===== config.mk =====
export PLATFORM = sky130hd
export DESIGN_NAME = r_issue_unit
export DESIGN_NICKNAME = d
export VERILOG_FILES = /design/src/rtl/r_issue_unit.sv
export SDC_FILE = /design/constraint.sdc
export NUM_CORES = 1
export LEC_CHECK = 0
export ABC_AREA = 1
export BUFFER_PORTS_ARGS = -buffer_cell sky130_fd_sc_hd__buf_2
export CAP_MARGIN = 20
export CORE_MARGIN = 2
export CORE_UTILIZATION = 35
export CTS_CLUSTER_DIAMETER = 40
export CTS_CLUSTER_SIZE = 16
export DETAILED_ROUTE_END_ITERATION = 8
export PLACE_DENSITY = 0.55
export RECOVER_POWER = 100
export SETUP_SLACK_MARGIN = 0.4
export SLEW_MARGIN = 20
export SYNTH_ARGS = -nofsm -noshare
export SYNTH_HDL_FRONTEND = slang
export SYNTH_SLANG_ARGS = --single-unit

===== constraint.sdc =====
create_clock -name clk -period 3.08 [get_ports clk]
set_input_delay 0.462 -clock clk [delete_from_list [all_inputs] [get_ports clk]]
set_output_delay 0.462 -clock clk [all_outputs]
set_load 0.01 [all_outputs]

===== src/rtl/r_issue_unit.sv =====
// -----------------------------------------------------------------------------
// r_issue_unit
// Front end of a 4-stage R-type datapath. It buffers 32-bit MIPS instruction
// words in a small FIFO and decodes the FIFO head into datapath control fields.
// It issues at most one instruction per cycle. The datapath has no forwarding,
// so the unit holds back a read-after-write consumer until its producer is
// three issue slots old, and sends bubbles in the meantime.
//
// Optional feature: define ISSUE_STATS_EN to add the issued_cnt / stall_cnt
// statistics outputs.
//
// Ports
//   clk          in   1   clock, rising edge
//   rst_n        in   1   synchronous reset, active low
//   instr        in   32  instruction word
//   instr_valid  in   1   instr present
//   instr_ready  out  1   FIFO can accept (transfer on valid & ready)
//   rs1/rs2/rd   out  5   register specifiers of the issued slot
//   we           out  1   regfile write enable for the issued slot
//   ALUop        out  2   00 add, 01 sub, 10 R-type (use func)
//   func         out  6   function field of the issued slot
//   stall        out  1   bubble issued this cycle because of a hazard
//   illegal      out  1   one-cycle pulse: unsupported opcode dropped
//   issued_cnt   out  32  (ISSUE_STATS_EN) real instructions issued
//   stall_cnt    out  32  (ISSUE_STATS_EN) hazard bubbles issued
// -----------------------------------------------------------------------------
module r_issue_unit #(
  parameter int DEPTH     = 4,
  parameter int HAZ_DEPTH = 2
) (
  input  logic        clk,
  input  logic        rst_n,
  input  logic [31:0] instr,
  input  logic        instr_valid,
  output logic        instr_ready,
  output logic [4:0]  rs1,
  output logic [4:0]  rs2,
  output logic [4:0]  rd,
  output logic        we,
  output logic [1:0]  ALUop,
  output logic [5:0]  func,
  output logic        stall,
  output logic        illegal
`ifdef ISSUE_STATS_EN
  ,
  output logic [31:0] issued_cnt,
  output logic [31:0] stall_cnt
`endif
);

  localparam int PW = $clog2(DEPTH);
  localparam int CW = PW + 1;
  localparam logic [5:0] OP_RTYPE = 6'b000000;
  localparam logic [5:0] OP_BEQ   = 6'b000100;

  logic [31:0]          mem_q [DEPTH];
  logic [PW-1:0]        wr_ptr_q, rd_ptr_q;
  logic [CW-1:0]        count_q;
  logic [HAZ_DEPTH-1:0] sb_vld_q;
  logic [4:0]           sb_rd_q [HAZ_DEPTH];

  logic [4:0] rs1_q, rs2_q, rd_q, rs1_d, rs2_d, rd_d;
  logic [5:0] func_q, func_d;
  logic [1:0] alu_q, alu_d;
  logic       we_q, we_d, stall_q, stall_d, ill_q, ill_d;

  logic [31:0] head_s;
  logic        empty_s, push_s, pop_s, hazard_s, issue_s;
  logic        unused_shamt_s;

  assign instr_ready    = rst_n & (count_q < CW'(DEPTH));
  assign push_s         = instr_valid & instr_ready;
  assign empty_s        = (count_q == CW'(0));
  assign head_s         = mem_q[rd_ptr_q];
  assign unused_shamt_s = ^head_s[10:6];

  // Compare the head's source registers against every in-flight write.
  always_comb begin
    hazard_s = 1'b0;
    for (int i = 0; i < HAZ_DEPTH; i++) begin
      if (sb_vld_q[i] && ((sb_rd_q[i] == head_s[25:21]) || (sb_rd_q[i] == head_s[20:16]))) begin
        hazard_s = 1'b1;
      end else begin
        hazard_s = hazard_s;
      end
    end
  end

  // Issue decision for the FIFO head. The illegal check comes first, so an
  // illegal head never stalls.
  always_comb begin
    rs1_d   = 5'd0;
    rs2_d   = 5'd0;
    rd_d    = 5'd0;
    func_d  = 6'd0;
    alu_d   = 2'b00;
    we_d    = 1'b0;
    stall_d = 1'b0;
    ill_d   = 1'b0;
    pop_s   = 1'b0;
    issue_s = 1'b0;
    if (empty_s) begin
      pop_s = 1'b0;
    end else begin
      case (head_s[31:26])
        OP_RTYPE, OP_BEQ: begin
          if (hazard_s) begin
            stall_d = 1'b1;
          end else begin
            pop_s   = 1'b1;
            issue_s = 1'b1;
            rs1_d   = head_s[25:21];
            rs2_d   = head_s[20:16];
            if (head_s[31:26] == OP_RTYPE) begin
              rd_d   = head_s[15:11];
              func_d = head_s[5:0];
              alu_d  = 2'b10;
              we_d   = 1'b1;
            end else begin
              alu_d  = 2'b01;
            end
          end
        end
        default: begin
          pop_s = 1'b1;
          ill_d = 1'b1;
        end
      endcase
    end
  end

  // FIFO storage: data only, validity is tracked by count_q.
  always_ff @(posedge clk) begin
    if (push_s) begin
      mem_q[wr_ptr_q] <= instr;
    end
  end

  // FIFO pointers, hazard scoreboard and registered issue outputs.
  always_ff @(posedge clk) begin
    if (!rst_n) begin
      wr_ptr_q <= '0;
      rd_ptr_q <= '0;
      count_q  <= '0;
      sb_vld_q <= '0;
      for (int i = 0; i < HAZ_DEPTH; i++) sb_rd_q[i] <= 5'd0;
      rs1_q    <= 5'd0;
      rs2_q    <= 5'd0;
      rd_q     <= 5'd0;
      func_q   <= 6'd0;
      alu_q    <= 2'b00;
      we_q     <= 1'b0;
      stall_q  <= 1'b0;
      ill_q    <= 1'b0;
    end else begin
      if (push_s) wr_ptr_q <= wr_ptr_q + PW'(1);
      if (pop_s)  rd_ptr_q <= rd_ptr_q + PW'(1);
      case ({push_s, pop_s})
        2'b10:   count_q <= count_q + CW'(1);
        2'b01:   count_q <= count_q - CW'(1);
        default: count_q <= count_q;
      endcase
      // Slot 0 holds the write issued this cycle; bubbles load valid=0.
      for (int i = HAZ_DEPTH - 1; i > 0; i--) begin
        sb_vld_q[i] <= sb_vld_q[i-1];
        sb_rd_q[i]  <= sb_rd_q[i-1];
      end
      sb_vld_q[0] <= we_d;
      sb_rd_q[0]  <= rd_d;
      rs1_q   <= rs1_d;
      rs2_q   <= rs2_d;
      rd_q    <= rd_d;
      func_q  <= func_d;
      alu_q   <= alu_d;
      we_q    <= we_d;
      stall_q <= stall_d;
      ill_q   <= ill_d;
    end
  end

  assign rs1     = rs1_q;
  assign rs2     = rs2_q;
  assign rd      = rd_q;
  assign func    = func_q;
  assign ALUop   = alu_q;
  assign we      = we_q;
  assign stall   = stall_q;
  assign illegal = ill_q;

`ifdef ISSUE_STATS_EN
  logic [31:0] issued_cnt_q, stall_cnt_q;

  // Statistics counters; both wrap naturally at 2^32.
  always_ff @(posedge clk) begin
    if (!rst_n) begin
      issued_cnt_q <= 32'd0;
      stall_cnt_q  <= 32'd0;
    end else begin
      if (issue_s) issued_cnt_q <= issued_cnt_q + 32'd1;
      if (stall_d) stall_cnt_q  <= stall_cnt_q + 32'd1;
    end
  end

  assign issued_cnt = issued_cnt_q;
  assign stall_cnt  = stall_cnt_q;
`else
  logic unused_issue_s;
  assign unused_issue_s = issue_s;
`endif

endmodule


==> results of run 1 <==
-- routing by layer --
metal	vias up	GRT usage, %	routed length, um
li1	1833	-	-
met1	1754	16.9	5260
met2	86	23.6	5800
met3	6	4.71	687
met4	0	4.17	91
met5	-	0	0
-- area by class of cell --
type / count / area [um^2]
flip-flops and latches: 149 / 4070
clock buffers: 19 / 443
multi-input cells: 286 / 1600
diodes: 1 / 2.50
repair buffers: 85 / 497
inverters: 33 / 131
well taps: 216 / 270
fillers: 1515 / 8750
clock inverters: 13 / 121
-- final timing paths --
check,cells after the start,end,startpoint,slack (ns)
setup / recovery,21,count_q[2],register,0.35
hold / removal,1,mem_q[0][19],instr[19],0.30
setup reg to reg,21,count_q[2],register,0.35
hold reg to reg,2,sb_vld_q[1],sb_vld_q[0],0.46
-- state kept, by name, summed over array words and instances (netlist names), named ones only --
signal    count
ALUop         2
count_q       3
func          6
illegal       1
mem_q       108
rd            4
rd_ptr_q      2
rs1           5
rs2           5
sb_rd_q       6
sb_vld_q      2
stall         1
wr_ptr_q      2
-- report_power, final --
| group | internal [mW] | switching, mW |
|---|---|---|
| Combinational | 0.704 | 1.01 |
| Sequential | 2.28 | 0.0539 |
| Clock | 1.14 | 0.802 |
| Total | 4.12 | 1.87 |
-- cells by family (layout without fill, tap and decap cells) --
kind of cell    count (synthesis)  after routing  synth area share (%)
other cells                     0              1                     0
xor+xnor                        6              6                 0.927
compound gates                 49             49                  5.63
flops                         149            149                  71.7
buf+inv                        55            150                  4.39
simple gates                  225            225                  15.9
fa+ha+maj                       6              6                  1.46
-- critical path, stage by stage, from the launching register on --
cell,delay [ns]
sky130_fd_sc_hd__dfxtp_1,0.44
sky130_fd_sc_hd__buf_6,0.17
sky130_fd_sc_hd__buf_12,0.12
sky130_fd_sc_hd__nand2_1,0.06
sky130_fd_sc_hd__nand3_2,0.09
sky130_fd_sc_hd__nand2_1,0.10
sky130_fd_sc_hd__nand2_1,0.07
sky130_fd_sc_hd__nand2_1,0.05
sky130_fd_sc_hd__nand2_1,0.07
sky130_fd_sc_hd__nor2_1,0.04
sky130_fd_sc_hd__nand2_1,0.06
sky130_fd_sc_hd__nand2_1,0.04
sky130_fd_sc_hd__nand2_1,0.05
sky130_fd_sc_hd__nand2_1,0.08
sky130_fd_sc_hd__a21oi_2,0.13
sky130_fd_sc_hd__ha_1,0.16
sky130_fd_sc_hd__inv_2,0.06
sky130_fd_sc_hd__fa_2,0.37
sky130_fd_sc_hd__a21oi_2,0.17
sky130_fd_sc_hd__o21ai_2,0.08
sky130_fd_sc_hd__xor2_1,0.14
sky130_fd_sc_hd__nor2_1,0.05
-- per-stage QoR --
stage	total power [mW]	area (um^2)
6_report	5.99	7130
5_1_grt	6.32	7130
4_1_cts	5.75	6920
3_5_place_dp	3.62	6200
3_3_place_gp	3.59	6200
2_1_floorplan	3.26	5670
-- cell usage after synthesis --
master,count
sky130_fd_sc_hd__clkbuf_1,6
sky130_fd_sc_hd__buf_2,7
sky130_fd_sc_hd__ha_1,5
sky130_fd_sc_hd__nand2_1,138
sky130_fd_sc_hd__buf_4,5
sky130_fd_sc_hd__buf_6,2
sky130_fd_sc_hd__nor3_1,4
sky130_fd_sc_hd__or3_1,1
sky130_fd_sc_hd__inv_1,31
sky130_fd_sc_hd__o31ai_1,1
sky130_fd_sc_hd__nand3_1,30
sky130_fd_sc_hd__o22ai_1,1
sky130_fd_sc_hd__edfxtp_1,108
sky130_fd_sc_hd__a21oi_1,20
sky130_fd_sc_hd__inv_2,2
sky130_fd_sc_hd__nor2_1,48
sky130_fd_sc_hd__a32o_1,11
sky130_fd_sc_hd__o21ai_0,12
sky130_fd_sc_hd__and3_1,1
sky130_fd_sc_hd__nand3_2,1
sky130_fd_sc_hd__dfxtp_1,41
sky130_fd_sc_hd__xor2_1,4
sky130_fd_sc_hd__nor2_2,1
sky130_fd_sc_hd__nand2_2,1
sky130_fd_sc_hd__buf_1,2
sky130_fd_sc_hd__a32oi_1,1
sky130_fd_sc_hd__xnor2_1,2
sky130_fd_sc_hd__o311ai_0,3
sky130_fd_sc_hd__fa_1,1
-- what timing repair did --
item | 4_1_cts | 5_1_grt
gates cloned | 1 | 1
endpoints found under the setup margin | 1 | 2
hold buffers | 0 | 0
hold endpoints to repair | 0 | 0
resized for setup | 26 | 56
pin swaps | 10 | 30
setup buffers | 7 | 8
==> flow_summary.rst, run 1 <==
.. list-table::
   :header-rows: 1

   * - Metric
     - Value
   * - Final hold violations
     - 0
   * - Worst path required time
     - around 3.4 ns
   * - Number of global-route vias before repair
     - ~3600
   * - Via count
     - between 3000 and 4000
   * - Clock tree from TritonCTS
     - yes
   * - Number of standard cells in the layout, taps in and fillers out
     - around 800
   * - Avg Cell Area, Syn
     - 11.6 um^2
   * - Average wire per cell in the routed design
     - 14.8 um
   * - Area enclosed by the die boundary
     - about 17000 um^2
   * - Layout area overhead
     - 25.8%
   * - Vertical die dimension
     - around 130 um
   * - I/O pin count
     - 62
   * - # DRC
     - 0
   * - Initial core utilization
     - around 36%
   * - Clock network latency to the later pin of the worst-skew pair
     - about 0.41 ns
   * - Sink count of the clock tree
     - between 100 and 150
   * - Placement-stage worst setup slack
     - roughly 0.29 ns
   * - Tightest Hold Check Type
     - input pin to register
   * - Arrival time of the worst setup path
     - about 3.0 ns
   * - Final worst-path setup slack
     - roughly 0.35 ns
   * - Inserted Clock Buffers
     - 17
   * - Mapped Nets
     - 531
   * - Number of detailed-route iterations in the first pass
     - 4
   * - # setup viols final
     - 0
   * - Setup total negative slack
     - 0 ns
   * - Clock Tree Buf Depth
     - 2
   * - Commonest cells after routing, fill and taps aside
     - 119 x sky130_fd_sc_hd__nand2_1, 108 x sky130_fd_sc_hd__edfxtp_1, 57 x sky130_fd_sc_hd__clkbuf_1
   * - Area share of the largest cell type after synthesis
     - a little under three fifths
   * - Pins over their slew limit
     - 0
   * - Port Buffers
     - 56
   * - MaxCap Viol Count
     - 0
   * - Number of vias per cell
     - 4.59
   * - Top cells by area in the synthesized netlist
     - sky130_fd_sc_hd__edfxtp_1 57%, sky130_fd_sc_hd__dfxtp_1 14%, sky130_fd_sc_hd__nand2_1 9.1%
   * - Sequential element share of the synthesized area
     - a little under three quarters
   * - Run status
     - finished clean
   * - Setup repair after global routing missed its margin
     - yes
   * - Largest vdd supply drop
     - approximately 0.00047 V
   * - Cell count after synthesis
     - 490
   * - HPWL after detailed placement
     - between 7000 and 8000 um
   * - First-pass GRT wire length
     - approximately 18000 um
   * - Residual antenna-violating net count after detailed routing
     - 0
   * - Minimum clock period after layout
     - 2.73 ns
   * - Synthesis Warnings
     - 0
   * - Worst Path Max Fanout
     - 8
   * - Worst setup path category
     - register to register
   * - Post-synthesis sequential element count
     - about 150
   * - Site row count
     - 46
   * - Clock transition time at the flip-flop clock pins of the worst setup and hold paths
     - 0.06 ns
   * - Yosys top cell by area
     - sky130_fd_sc_hd__edfxtp_1
   * - Kind of end point of the critical path
     - register
   * - Fmax
     - between 300 and 400 MHz
   * - Antenna violations before repair
     - 1
   * - Layout Nets
     - between 600 and 700
   * - Initial DRC Count
     - roughly 220
   * - Aggregate routed wire length
     - approximately 12000 um
   * - Core occupancy in the finished layout
     - approximately 45%
   * - GRT Residual Overflow
     - 0
   * - Mapped cell area
     - ~5700 um^2
   * - Total track usage
     - between 10% and 20%
   * - Count of distinct cell types in the synthesized netlist
     - 29
   * - Total power divided by cell area
     - approximately 840 nW/um^2
   * - Count of H-tree levels built during CTS
     - 4
   * - Clock Skews
     - 0.00927 ns
   * - Min Hold Slack
     - 0.302 ns
   * - Placed cells
     - ~750
   * - Core area
     - roughly 16000 um^2
   * - Width of the chip
     - approximately 130 um
   * - Normalized max-slew margin
     - 43.2%
   * - Part of the cycle the worst path needs
     - between 80% and 90%
   * - Gpl congestion
     - roughly 0.73
   * - Cell at the root of the clock tree
     - sky130_fd_sc_hd__clkbuf_16
   * - Slew @ Worst Pin
     - about 0.85 ns
   * - Pin count of the biggest net entering global routing
     - 28
   * - Lkg Pwr
     - about 2.7 nW
   * - Layout cell share with drive strength beyond 1
     - about a fifth
   * - Setup crit start kind
     - register
   * - Commonest non-fill, non-tap cell in the layout
     - sky130_fd_sc_hd__nand2_1
No activity file was read; power rests on OpenSTA's default activity.
==> inputs of run 2 (changes only) <==
Settings changed: CORE_UTILIZATION 35 to 30, PLACE_DENSITY 0.55 to 0.49.
==> run 2 against run 1 <==
Effect of this change:
- clock power increased by 4%
- critical path type unchanged
- register-to-register slack improved by 0.13 ns
- utilization decreased by 8.2 points
- total power decreased by 4.7%
- largest power group unchanged
- via count decreased by 2.8%
- critical path depth decreased by 1
- highest routed layer unchanged
==> flow_summary.rst, run 2 (synthesized netlist as in run 1, its figures left out) <==
.. list-table::
   :header-rows: 1

   * - Metric
     - Value
   * - GRT Residual Overflow
     - 0 (unchanged)
   * - Vertical die dimension
     - 141 um (was 131 um)
   * - Largest delay contributor family on the critical path
     - simple AND/OR/NAND/NOR gates (unchanged)
   * - Layout filler cell count
     - 1874 (was 1515)
   * - Slew @ Worst Pin
     - 0.881 ns (was 0.851 ns)
   * - Core area
     - 18600 um^2 (was 15900 um^2)
   * - Sink count of the clock tree
     - 149 (unchanged)
   * - Worst setup path category
     - register to register (unchanged)
   * - Minimum clock period after layout
     - 2.60 ns (was 2.73 ns)
   * - Setup repair after global routing missed its margin
     - yes (unchanged)
   * - Layout cell share with drive strength beyond 1
     - 12.7% (was 19.1%)
   * - Site row count
     - 50 (was 46)
   * - Worst Reg2Reg Path Length in Cells
     - 20 (was 21)
   * - Clock Skews
     - 0.00914 ns (was 0.00927 ns)
   * - Arrival time of the worst setup path
     - 2.91 ns (was 3.02 ns)
   * - Setup crit start kind
     - register (unchanged)
   * - Cell area after placement
     - 6220 um^2 (was 6200 um^2)
   * - Final hold violations
     - 0 (unchanged)
   * - End of the worst register-to-register path
     - count_q[2] (unchanged)
   * - Critical path buffers and inverters
     - 2 (was 3)
   * - Cell at the root of the clock tree
     - sky130_fd_sc_hd__clkbuf_16 (unchanged)
   * - Pins over their slew limit
     - 0 (unchanged)
   * - Aggregate routed wire length
     - 12000 um (was 11800 um)
   * - Count of H-tree levels built during CTS
     - 4 (unchanged)
   * - Placement-stage worst setup slack
     - 0.225 ns (was 0.288 ns)
   * - Final worst-path setup slack
     - 0.481 ns (was 0.354 ns)
   * - Number of global-route vias before repair
     - 3504 (was 3619)
   * - Run status
     - finished clean (unchanged)
   * - Commonest non-fill, non-tap cell in the layout
     - sky130_fd_sc_hd__nand2_1 (unchanged)
   * - Worst path most repeated cell
     - sky130_fd_sc_hd__nand2_1 (unchanged)
   * - Number of buffers added to fix hold violations after cts
     - 0 (unchanged)
   * - MaxCap Viol Count
     - 0 (unchanged)
   * - Hold Crit Start
     - instr[0] (was instr[19])
   * - Minimum setup slack among reg-to-reg paths
     - 0.48 ns (was 0.35 ns)
   * - Total power divided by cell area
     - 835 nW/um^2 (was 840 nW/um^2)
   * - Number of detailed-route iterations in the first pass
     - 7 (was 4)
   * - Width of the chip
     - 141 um (was 131 um)
   * - Clock tree from TritonCTS
     - yes (unchanged)
   * - I/O pin count
     - 62 (unchanged)
   * - HPWL after detailed placement
     - 7450 um (was 7080 um)
   * - Average wire per cell in the routed design
     - 15.0 um (was 14.8 um)
   * - Largest vdd supply drop
     - 0.000555 V (was 0.000467 V)
   * - Clock transition time at the flip-flop clock pins of the worst setup and hold paths
     - 0.06 ns (about the same)
   * - Area enclosed by the die boundary
     - 20000 um^2 (was 17200 um^2)
   * - Initial DRC Count
     - 222 (was 223)
   * - Worst hold path endpoint
     - mem_q[1][0] (was mem_q[0][19])
   * - Pin count of the biggest net entering global routing
     - 28 (unchanged)
   * - Setup total negative slack
     - 0 ns (unchanged)
   * - Port Buffers
     - 56 (unchanged)
   * - Count of cell instances traversed by the critical path
     - 20 (was 21)
   * - Clock network latency to the later pin of the worst-skew pair
     - 0.42 ns (was 0.41 ns)
   * - Lkg Pwr
     - 2.53 nW (was 2.68 nW)
   * - Commonest cells after routing, fill and taps aside
     - 128 x sky130_fd_sc_hd__nand2_1, 108 x sky130_fd_sc_hd__edfxtp_1, 57 x sky130_fd_sc_hd__clkbuf_1 (was 119 x sky130_fd_sc_hd__nand2_1, 108 x sky130_fd_sc_hd__edfxtp_1, 57 x sky130_fd_sc_hd__clkbuf_1)
   * - Number of vias per cell
     - 4.45 (was 4.59)
   * - Core occupancy in the finished layout
     - 36.7% (was 44.9%)
   * - Final Cell Area
     - 6840 um^2 (was 7130 um^2)
   * - Cells on Worst Hold Path
     - 1 (unchanged)
   * - # setup viols final
     - 0 (unchanged)
   * - Layout area overhead
     - 20.6% (was 25.8%)
   * - Register with the most flip-flops
     - mem_q (unchanged)
   * - First-pass GRT wire length
     - 18700 um (was 18500 um)
   * - Worst-path cell chain
     - buf_12 -> nand2_1 -> nand3_1 -> nand2_2 -> nand2_1 -> nand2_1 -> nand2_1 -> nor2_1 -> nand2_1 -> nand2_1 -> nand2_1 -> nand2_2 -> a21oi_1 -> ha_1 -> inv_1 -> fa_2 -> a21oi_2 -> o21ai_1 -> xor2_1 -> nor2_1 (was buf_6 -> buf_12 -> nand2_1 -> nand3_2 -> nand2_1 -> nand2_1 -> nand2_1 -> nand2_1 -> nor2_1 -> nand2_1 -> nand2_1 -> nand2_1 -> nand2_1 -> a21oi_2 -> ha_1 -> inv_2 -> fa_2 -> a21oi_2 -> o21ai_2 -> xor2_1 -> nor2_1)
   * - Clock Tree Buf Depth
     - 2 (unchanged)
   * - Max stage delay cell, worst path
     - sky130_fd_sc_hd__dfxtp_4 (was sky130_fd_sc_hd__dfxtp_1)
   * - Worst Path Max Fanout
     - 14 (was 8)
   * - Total track usage
     - 12.5% (was 13.9%)
   * - Residual antenna-violating net count after detailed routing
     - 0 (unchanged)
   * - Via count
     - 3576 (was 3679)
   * - Tightest Hold Check Type
     - input pin to register (unchanged)
   * - Inserted Clock Buffers
     - 17 (unchanged)
   * - Layout Nets
     - 597 (was 613)
   * - Fmax
     - 385 MHz (was 367 MHz)
   * - Kind of end point of the critical path
     - register (unchanged)
   * - Antenna violations before repair
     - 1 (unchanged)
   * - # DRC
     - 0 (unchanged)
   * - Combined area of the multi-input logic cells
     - 1430 um^2 (was 1600 um^2)
   * - Number of flip-flops under the largest register name
     - 108 (unchanged)
   * - Part of the cycle the worst path needs
     - 84.4% (was 88.5%)
   * - Register cell area after layout
     - 4070 um^2 (about the same)
   * - Initial core utilization
     - 30.4% (was 35.7%)
   * - Max incr delay on CP
     - 0.41 ns (was 0.44 ns)
   * - Normalized max-slew margin
     - 41.2% (was 43.2%)
   * - Worst path required time
     - 3.39 ns (was 3.38 ns)
   * - Gpl congestion
     - 0.709 (was 0.734)
## run 2: cell types whose count changed in the layout (fill, tap and decap cells not counted), moves of 4 or more
cell / previous run / this run
sky130_fd_sc_hd__nand2_4: 8 / 0
sky130_fd_sc_hd__nand3_2: 14 / 7
sky130_fd_sc_hd__buf_4: 17 / 5
sky130_fd_sc_hd__nand3_4: 4 / 0
sky130_fd_sc_hd__nand3_1: 13 / 24
sky130_fd_sc_hd__nand2_1: 119 / 128
## run 2: worst max-delay path by stage
stage | to | slack [ns]
after floorplan | mem_q[0][0] | 0.54
after global placement | count_q[2] | 0.26
after detailed placement | count_q[2] | 0.22
after CTS | count_q[2] | 0.40
after global routing | count_q[2] | 0.14
final | count_q[2] | 0.48
## run 2: cell type report
type	instances	share of cell area, %
Tap cell	234	4.28
Clock inverter	13	2.07
Sequential cell	149	59.5
Clock buffer	19	6.48
Antenna cell	1	0.0366
Multi-Input combinational cell	286	20.9
Inverter	33	1.96
Timing Repair Buffer	69	4.80
## run 2: metrics by stage
step / hold WS (ns) / power (mW) / cells
detailed placement: 0.464 / 3.63 / 770
CTS: 0.232 / 5.73 / 802
finish: 0.290 / 5.71 / 804
global route: 0.296 / 6.05 / 803
global placement: 0.452 / 3.61 / 770
floorplan: 0.448 / 3.26 / 490
## run 2: worst reg2reg max path: stages (launching register included)
cell and delay (ns):
sky130_fd_sc_hd__dfxtp_4 0.41, sky130_fd_sc_hd__buf_12 0.16, sky130_fd_sc_hd__nand2_1 0.05, sky130_fd_sc_hd__nand3_1 0.15
sky130_fd_sc_hd__nand2_2 0.09, sky130_fd_sc_hd__nand2_1 0.06, sky130_fd_sc_hd__nand2_1 0.04, sky130_fd_sc_hd__nand2_1 0.05
sky130_fd_sc_hd__nor2_1 0.04, sky130_fd_sc_hd__nand2_1 0.06, sky130_fd_sc_hd__nand2_1 0.05, sky130_fd_sc_hd__nand2_1 0.07
sky130_fd_sc_hd__nand2_2 0.08, sky130_fd_sc_hd__a21oi_1 0.14, sky130_fd_sc_hd__ha_1 0.16, sky130_fd_sc_hd__inv_1 0.08
sky130_fd_sc_hd__fa_2 0.37, sky130_fd_sc_hd__a21oi_2 0.15, sky130_fd_sc_hd__o21ai_1 0.08, sky130_fd_sc_hd__xor2_1 0.14
sky130_fd_sc_hd__nor2_1 0.05
## run 2: timing repair
item,4_1_cts,5_1_grt
cloned,0,0
gates resized for setup,17,25
hold endpoints to repair,0,0
pin swaps,0,0
setup buffers,0,1
setup endpoints to repair,2,2
## run 2: power breakdown
| group | leakage [nW] | switching [mW] | internal (mW) | total (mW) |
|---|---|---|---|---|
| registers | 1.31 | 0.0606 | 2.28 | 2.34 |
| clock network | 0.276 | 0.854 | 1.16 | 2.01 |
| logic | 0.937 | 0.870 | 0.483 | 1.35 |
| total | 2.53 | 1.78 | 3.92 | 5.71 |
## run 2: routing by layer
layer / track usage [%] / routed length, um
met5: 0 / 0
met4: 4.32 / 121
met3: 4.29 / 630
met2: 20.7 / 5800
met1: 15.4 / 5500
